File: config.mk
export PLATFORM = sky130hd
export DESIGN_NAME = eq_match_monitor_flat
export DESIGN_NICKNAME = d
export VERILOG_FILES = /design/src/rtl/eq_match_if.sv /design/src/rtl/eq_match_monitor.sv /design/src/flat_wrapper.sv
export SDC_FILE = /design/constraint.sdc
export NUM_CORES = 1
export LEC_CHECK = 0
export ABC_AREA = 1
export CAP_MARGIN = 30
export CORE_UTILIZATION = 45
export DETAILED_ROUTE_END_ITERATION = 10
export PLACE_DENSITY = 0.7
export SLEW_MARGIN = 20
export SYNTH_ARGS = -nofsm -noshare
export SYNTH_HDL_FRONTEND = slang
export SYNTH_SLANG_ARGS = --single-unit
File: constraint.sdc
create_clock -name clk -period 1.7 [get_ports clk]
set_input_delay 0.34 -clock clk [delete_from_list [all_inputs] [get_ports clk]]
set_output_delay 0.34 -clock clk [all_outputs]
set_load 0.02 [all_outputs]
File: src/rtl/eq_match_if.sv
// Bundle of the comparator-side input and the debounced status outputs of eq_match_monitor.
// The master drives the raw equality bit and the count clear; the slave is the monitor.
interface eq_match_if #(
    parameter int CNT_W = 8
) ();
    logic             aeqb;
    logic             clr_count;
    logic             eq_stable;
    logic             match_pulse;
    logic             mismatch_pulse;
    logic [CNT_W-1:0] match_count;
    logic             count_sat;

    modport master (
        output aeqb,
        output clr_count,
        input  eq_stable,
        input  match_pulse,
        input  mismatch_pulse,
        input  match_count,
        input  count_sat
    );

    modport slave (
        input  aeqb,
        input  clr_count,
        output eq_stable,
        output match_pulse,
        output mismatch_pulse,
        output match_count,
        output count_sat
    );
endinterface

File: src/rtl/eq_match_monitor.sv
// Synchronises and debounces the comparator's aeqb bit, emits match/mismatch pulses
// and keeps a saturating count of match events.
module eq_match_monitor #(
    parameter int DB_CYCLES = 4,
    parameter int CNT_W     = 8
) (
    input  logic       clk,
    input  logic       rst_n,
    eq_match_if.slave  bus
);
    localparam int                DB_W    = $clog2(DB_CYCLES + 1);
    localparam logic [DB_W-1:0]   DB_ZERO = {DB_W{1'b0}};
    localparam logic [DB_W-1:0]   DB_ONE  = DB_W'(1'b1);
    localparam logic [DB_W-1:0]   DB_LAST = DB_W'(DB_CYCLES - 1);
    localparam logic [CNT_W-1:0]  CNT_ONE = CNT_W'(1'b1);
    localparam logic [CNT_W-1:0]  CNT_MAX = {CNT_W{1'b1}};

    typedef enum logic [1:0] {
        ST_NE      = 2'd0,
        ST_NE_PEND = 2'd1,
        ST_EQ      = 2'd2,
        ST_EQ_PEND = 2'd3
    } state_t;

    logic             s1_q, s1_d, s2_q, s2_d;
    state_t           state_q, state_d;
    logic [DB_W-1:0]  db_cnt_q, db_cnt_d;
    logic             eq_stable_q, eq_stable_d;
    logic             match_pulse_q, match_pulse_d;
    logic             mismatch_pulse_q, mismatch_pulse_d;
    logic [CNT_W-1:0] match_count_q, match_count_d;
    logic             rise_s, fall_s;

    // Debounce FSM next state; a run that breaks before DB_CYCLES samples drops back to the stable state
    always_comb begin
        state_d  = state_q;
        db_cnt_d = db_cnt_q;
        case (state_q)
            ST_NE: begin
                if (!s2_q) begin
                    state_d  = ST_NE;
                    db_cnt_d = DB_ZERO;
                end else if (DB_CYCLES == 32'sd1) begin
                    state_d  = ST_EQ;
                    db_cnt_d = DB_ZERO;
                end else begin
                    state_d  = ST_NE_PEND;
                    db_cnt_d = DB_ONE;
                end
            end
            ST_NE_PEND: begin
                if (!s2_q) begin
                    state_d  = ST_NE;
                    db_cnt_d = DB_ZERO;
                end else if (db_cnt_q == DB_LAST) begin
                    state_d  = ST_EQ;
                    db_cnt_d = DB_ZERO;
                end else begin
                    state_d  = ST_NE_PEND;
                    db_cnt_d = db_cnt_q + DB_ONE;
                end
            end
            ST_EQ: begin
                if (s2_q) begin
                    state_d  = ST_EQ;
                    db_cnt_d = DB_ZERO;
                end else if (DB_CYCLES == 32'sd1) begin
                    state_d  = ST_NE;
                    db_cnt_d = DB_ZERO;
                end else begin
                    state_d  = ST_EQ_PEND;
                    db_cnt_d = DB_ONE;
                end
            end
            ST_EQ_PEND: begin
                if (s2_q) begin
                    state_d  = ST_EQ;
                    db_cnt_d = DB_ZERO;
                end else if (db_cnt_q == DB_LAST) begin
                    state_d  = ST_NE;
                    db_cnt_d = DB_ZERO;
                end else begin
                    state_d  = ST_EQ_PEND;
                    db_cnt_d = db_cnt_q + DB_ONE;
                end
            end
            default: begin
                state_d  = ST_NE;
                db_cnt_d = DB_ZERO;
            end
        endcase
    end

    // Flag, edge pulses and the saturating counter; clear wins over a coincident match
    always_comb begin
        s1_d             = bus.aeqb;
        s2_d             = s1_q;
        rise_s           = (state_d == ST_EQ) && ((state_q == ST_NE) || (state_q == ST_NE_PEND));
        fall_s           = (state_d == ST_NE) && ((state_q == ST_EQ) || (state_q == ST_EQ_PEND));
        eq_stable_d      = (state_d == ST_EQ) || (state_d == ST_EQ_PEND);
        match_pulse_d    = rise_s;
        mismatch_pulse_d = fall_s;
        if (bus.clr_count) begin
            match_count_d = {CNT_W{1'b0}};
        end else if (rise_s && (match_count_q != CNT_MAX)) begin
            match_count_d = match_count_q + CNT_ONE;
        end else begin
            match_count_d = match_count_q;
        end
    end

    // All state and registered outputs
    always_ff @(posedge clk or negedge rst_n) begin
        if (!rst_n) begin
            s1_q             <= 1'b0;
            s2_q             <= 1'b0;
            state_q          <= ST_NE;
            db_cnt_q         <= {DB_W{1'b0}};
            eq_stable_q      <= 1'b0;
            match_pulse_q    <= 1'b0;
            mismatch_pulse_q <= 1'b0;
            match_count_q    <= {CNT_W{1'b0}};
        end else begin
            s1_q             <= s1_d;
            s2_q             <= s2_d;
            state_q          <= state_d;
            db_cnt_q         <= db_cnt_d;
            eq_stable_q      <= eq_stable_d;
            match_pulse_q    <= match_pulse_d;
            mismatch_pulse_q <= mismatch_pulse_d;
            match_count_q    <= match_count_d;
        end
    end

    assign bus.eq_stable      = eq_stable_q;
    assign bus.match_pulse    = match_pulse_q;
    assign bus.mismatch_pulse = mismatch_pulse_q;
    assign bus.match_count    = match_count_q;
    assign bus.count_sat      = (match_count_q == CNT_MAX);
endmodule

File: src/flat_wrapper.sv
// flat-port wrapper written by rule: the top's interface ports become plain ports
module eq_match_monitor_flat 
#(
    parameter int DB_CYCLES = 4,
    parameter int CNT_W     = 8
)
  (clk, rst_n, bus_aeqb, bus_clr_count, bus_eq_stable, bus_match_pulse, bus_mismatch_pulse, bus_match_count, bus_count_sat);
  eq_match_if #(.CNT_W(CNT_W)) bus_i ();
  input  logic clk;
  input  logic rst_n;
  input wire logic [$bits(bus_i.aeqb)-1:0] bus_aeqb;
  input wire logic [$bits(bus_i.clr_count)-1:0] bus_clr_count;
  output wire logic [$bits(bus_i.eq_stable)-1:0] bus_eq_stable;
  output wire logic [$bits(bus_i.match_pulse)-1:0] bus_match_pulse;
  output wire logic [$bits(bus_i.mismatch_pulse)-1:0] bus_mismatch_pulse;
  output wire logic [$bits(bus_i.match_count)-1:0] bus_match_count;
  output wire logic [$bits(bus_i.count_sat)-1:0] bus_count_sat;
  assign bus_i.aeqb = bus_aeqb;
  assign bus_i.clr_count = bus_clr_count;
  assign bus_eq_stable = bus_i.eq_stable;
  assign bus_match_pulse = bus_i.match_pulse;
  assign bus_mismatch_pulse = bus_i.mismatch_pulse;
  assign bus_match_count = bus_i.match_count;
  assign bus_count_sat = bus_i.count_sat;
  eq_match_monitor #(.DB_CYCLES(DB_CYCLES), .CNT_W(CNT_W)) u_core (.clk(clk), .rst_n(rst_n), .bus(bus_i));
endmodule
==> metrics.log <==
[metrics] kind of critical path: reg2out
[metrics] portion of the post-synthesis area used by sequential elements: 52.6%
[metrics] fillcell total: 164
[metrics] P_sw: 297 uW
[metrics] combined flip-flop and latch cell area: 450 sq um
[metrics] clock group share of total power: 25.4%
[metrics] number of slew-limit violations in the final report: 0
[metrics] minimum hold slack: 364 ps
[metrics] all-layer global routing usage: 18.3%
[metrics] maximum number of pins on one net before global-route repair: 19
[metrics] # port buffers: 15
[metrics] TritonCTS clock tree: built
[metrics] outcome: completed
[metrics] detailed-router iteration count before antenna repair: 4
[metrics] count of flip-flops with a built-in enable after synthesis: 0
[metrics] number of antenna violations at the first check in global routing: 0
[metrics] number of failing setup endpoints in the final timing report: 0
[metrics] Final Hold Violating Endpoints: 0
[metrics] number of buffers inserted during clock tree synthesis: 3
[metrics] synthesized flop and latch total: 18
[metrics] logic gate share of total power: 22.4%
[metrics] aggregate routed wire length: 1640 microns
[metrics] largest cells by area after synthesis: sky130_fd_sc_hd__dfrtp_1 (53%), sky130_fd_sc_hd__nand2_1 (11%), sky130_fd_sc_hd__inv_1 (5.7%)
[metrics] via count of the first global-routing pass: 652
[metrics] Area Growth Syn to Fin: 35.4%
[metrics] final net count: 135
[metrics] count of pins on the block boundary: 16
[metrics] vias after detailed routing: 716
[metrics] netlist area before placement: 856 sq um
[metrics] root buffer cell: sky130_fd_sc_hd__clkbuf_4
[metrics] count of maximum capacitance violations: 0
[metrics] Slew HR: 82.4%
[metrics] largest voltage drop on the vdd net: 0.000697 V
[metrics] fraction of the cycle the final worst path needs: 97.6%
[metrics] last element of the critical path: bus_count_sat
[metrics] switching portion of total power: 29.3%
[metrics] Final ANT Viol Nets: 0
[metrics] maximum net fanout on the critical path: 2
[metrics] number of clock sinks: 18
[metrics] count of hold-fix buffers inserted at cts: 0
[metrics] Synth top cells by count: sky130_fd_sc_hd__nand2_1 (24), sky130_fd_sc_hd__dfrtp_1 (18), sky130_fd_sc_hd__inv_1 (13), sky130_fd_sc_hd__nor2_1 (11), sky130_fd_sc_hd__nand3_1 (7)
[metrics] routed wirelength normalized by instance count: 10.7 microns
[metrics] arrival time of the worst setup path: 1320 ps
[metrics] time the worst path needs with I/O delays and setup: 1660 ps
[metrics] internal power: 719 uW
[metrics] final worst-path setup slack: 40.5 ps
[metrics] Starting Density: 49.0%
[metrics] Worst Path Required: 1360 ps
[metrics] top cell type by total area after synthesis: sky130_fd_sc_hd__dfrtp_1
[metrics] Non-Filler Instances: 153
[metrics] # DRC: 0
[metrics] total congestion overflow after global routing: 0
[metrics] Setup crit start: u_core.bus.match_count[1]
[metrics] count of standard-cell rows: 15
[metrics] maximum clock frequency: 603 MHz
[metrics] fraction of layout instances using a drive strength above 1: 21.1%
[metrics] number of different library cells in the post-synthesis netlist: 21
[metrics] Synth top area share: 52.6%
[metrics] sum of net half-perimeters after detailed placement: 1230 microns
[metrics] cell with the most instances after synthesis: sky130_fd_sc_hd__nand2_1
[metrics] Worst Setup Slack post-DPL: -58.0 ps
[metrics] Placed Cells: 148
[metrics] gpl congestion: 0.815
[metrics] die area: 2080 sq um
[metrics] first-pass GRT wire length: 2660 microns
[metrics] die outline height: 45.6 microns
[metrics] mean instance size in the synthesized netlist: 8.82 sq um
[metrics] n_diodes: 0
[metrics] area after detailed placement: 1120 sq um
[metrics] level count of the clock H-tree: 1
[metrics] gate count after technology mapping: 97
[metrics] HP Class: in2async
[metrics] static leakage power: 0.634 nW
[metrics] Power Dens Cells: 877 nW/um^2
[metrics] Yosys warnings: 0
[metrics] Post-synth ARST share: 100%
[metrics] flip-flop cell with the highest count after synthesis: sky130_fd_sc_hd__dfrtp_1
[metrics] average vias per placed instance: 4.68
[metrics] worst r2r path cells: 10
[metrics] maximum clock skew at final layout: 8.53 ps
[metrics] die width: 45.6 microns
[metrics] capturing element type of the critical path: output port
[metrics] worst-skew pair later-pin latency: 290 ps
[metrics] number of DRC markers in iteration 0: 14
[metrics] part of the power in registers: 52.2%
[metrics] final instance area: 1160 sq um
[metrics] area used by multi-input combinational logic: 350 sq um
[metrics] clock slew seen by the registers of the worst setup and hold paths: 100 ps
[metrics] setup repair after global routing missed its margin: true
[metrics] placeable core area: 1750 sq um
[metrics] R2R setup slack: 320 ps
[metrics] slew at the pin with the worst max-slew slack: 261 ps
[metrics] net count after synthesis: 103
[metrics] element type at the critical path start: register
[metrics] maximum clock insertion buffer count: 2
[metrics] worst reg2reg startpoint: u_core.bus.match_count[1]
[metrics] worst flop-to-flop path endpoint: u_core.bus.match_count[7]
[registers in the layout, summed over array words and instances, names as in the netlist]
register	flops
u_core.bus.match_count	8
u_core.db_cnt_q	3
u_core.state_q	2
u_core.bus.match_pulse	1
u_core.bus.mismatch_pulse	1
u_core.s2_q	1
u_core.bus.eq_stable	1
u_core.s1_q	1
[metal layers]
metal,up-vias,part of all wire (%),wire length [microns],global-route usage [%]
met1,329,46,751,22.3
met4,0,2.0,32,9.09
met2,12,49,796,31.4
met5,-,0,0,0
li1,371,-,-,-
met3,4,3.3,54,2.38
[worst min path at each step]
stage,start,end,cells past startpoint
after global routing,rst_n,u_core.bus.match_count[6],2
after floorplan,rst_n,u_core.bus.eq_stable,0
after detailed placement,u_core.s1_q,u_core.s2_q,0
after CTS,rst_n,u_core.bus.match_count[6],2
final,rst_n,u_core.bus.match_count[6],2
after global placement,u_core.s1_q,u_core.s2_q,0
[cells in the final DEF (no fill, tap or decap), types with 3 or more instances in the layout]
cell / instances
sky130_fd_sc_hd__buf_4: 13
sky130_fd_sc_hd__clkbuf_4: 3
sky130_fd_sc_hd__clkdlybuf4s50_1: 7
sky130_fd_sc_hd__dfrtp_1: 18
sky130_fd_sc_hd__dlygate4sd2_1: 6
sky130_fd_sc_hd__inv_1: 13
sky130_fd_sc_hd__nand2_1: 24
sky130_fd_sc_hd__nand3_1: 7
sky130_fd_sc_hd__nor2_1: 11
[area by class of cell]
cell class,count,share of cell area (%)
repair buffers,27,20.1
inverters,14,4.97
clock buffers,4,3.13
multi-input cells,65,30.2
flip-flops and latches,18,38.9
well taps,25,2.70
[cell families (layout without fill, tap and decap cells)]
group / count (synthesis) / after routing / share of synthesized area, %
AOI/OAI and AO/OA: 5 / 5 / 3.22
xor gates and xnor gates: 3 / 3 / 3.07
adders and majority gates: 2 / 2 / 2.92
buffers and inverters: 14 / 45 / 6.73
DFF: 18 / 18 / 52.6
and+or+nand+nor: 55 / 55 / 31.4
[power by group through the flow]
stage	Sequential, mW	Combinational [mW]	Clock, mW
after floorplan	0.553	0.133	0
after global placement	0.537	0.221	0
after detailed placement	0.540	0.232	0
after CTS	0.531	0.230	0.271
after global routing	0.536	0.256	0.295
final	0.530	0.228	0.258
[worst max-delay path, cell delays in order, from the launching register on]
cell,delay (ps)
sky130_fd_sc_hd__dfrtp_1,390
sky130_fd_sc_hd__ha_2,190
sky130_fd_sc_hd__nand2_1,70
sky130_fd_sc_hd__nor2_1,130
sky130_fd_sc_hd__nand2_2,70
sky130_fd_sc_hd__inv_1,50
sky130_fd_sc_hd__buf_4,130
[stage by stage]
step           total power [mW]  util (%)  TNS (ps)
3_5_place_dp              0.772      64.2     -58.0
6_report                   1.02      66.4         0
2_1_floorplan             0.686         -         0
5_1_grt                    1.09      66.4     -49.5
3_3_place_gp              0.757      64.2     -35.8
4_1_cts                    1.03      65.5         0
[what timing repair did]
| action | in CTS | in global routing |
|---|---|---|
| buffers inserted | 0 | 1 |
| setup endpoints to repair | 7 | 2 |
| gates resized for setup | 10 | 3 |
| endpoints found under the hold margin | 0 | 0 |
| pin swaps | 0 | 2 |
No activity file was read; power rests on OpenSTA's default activity.
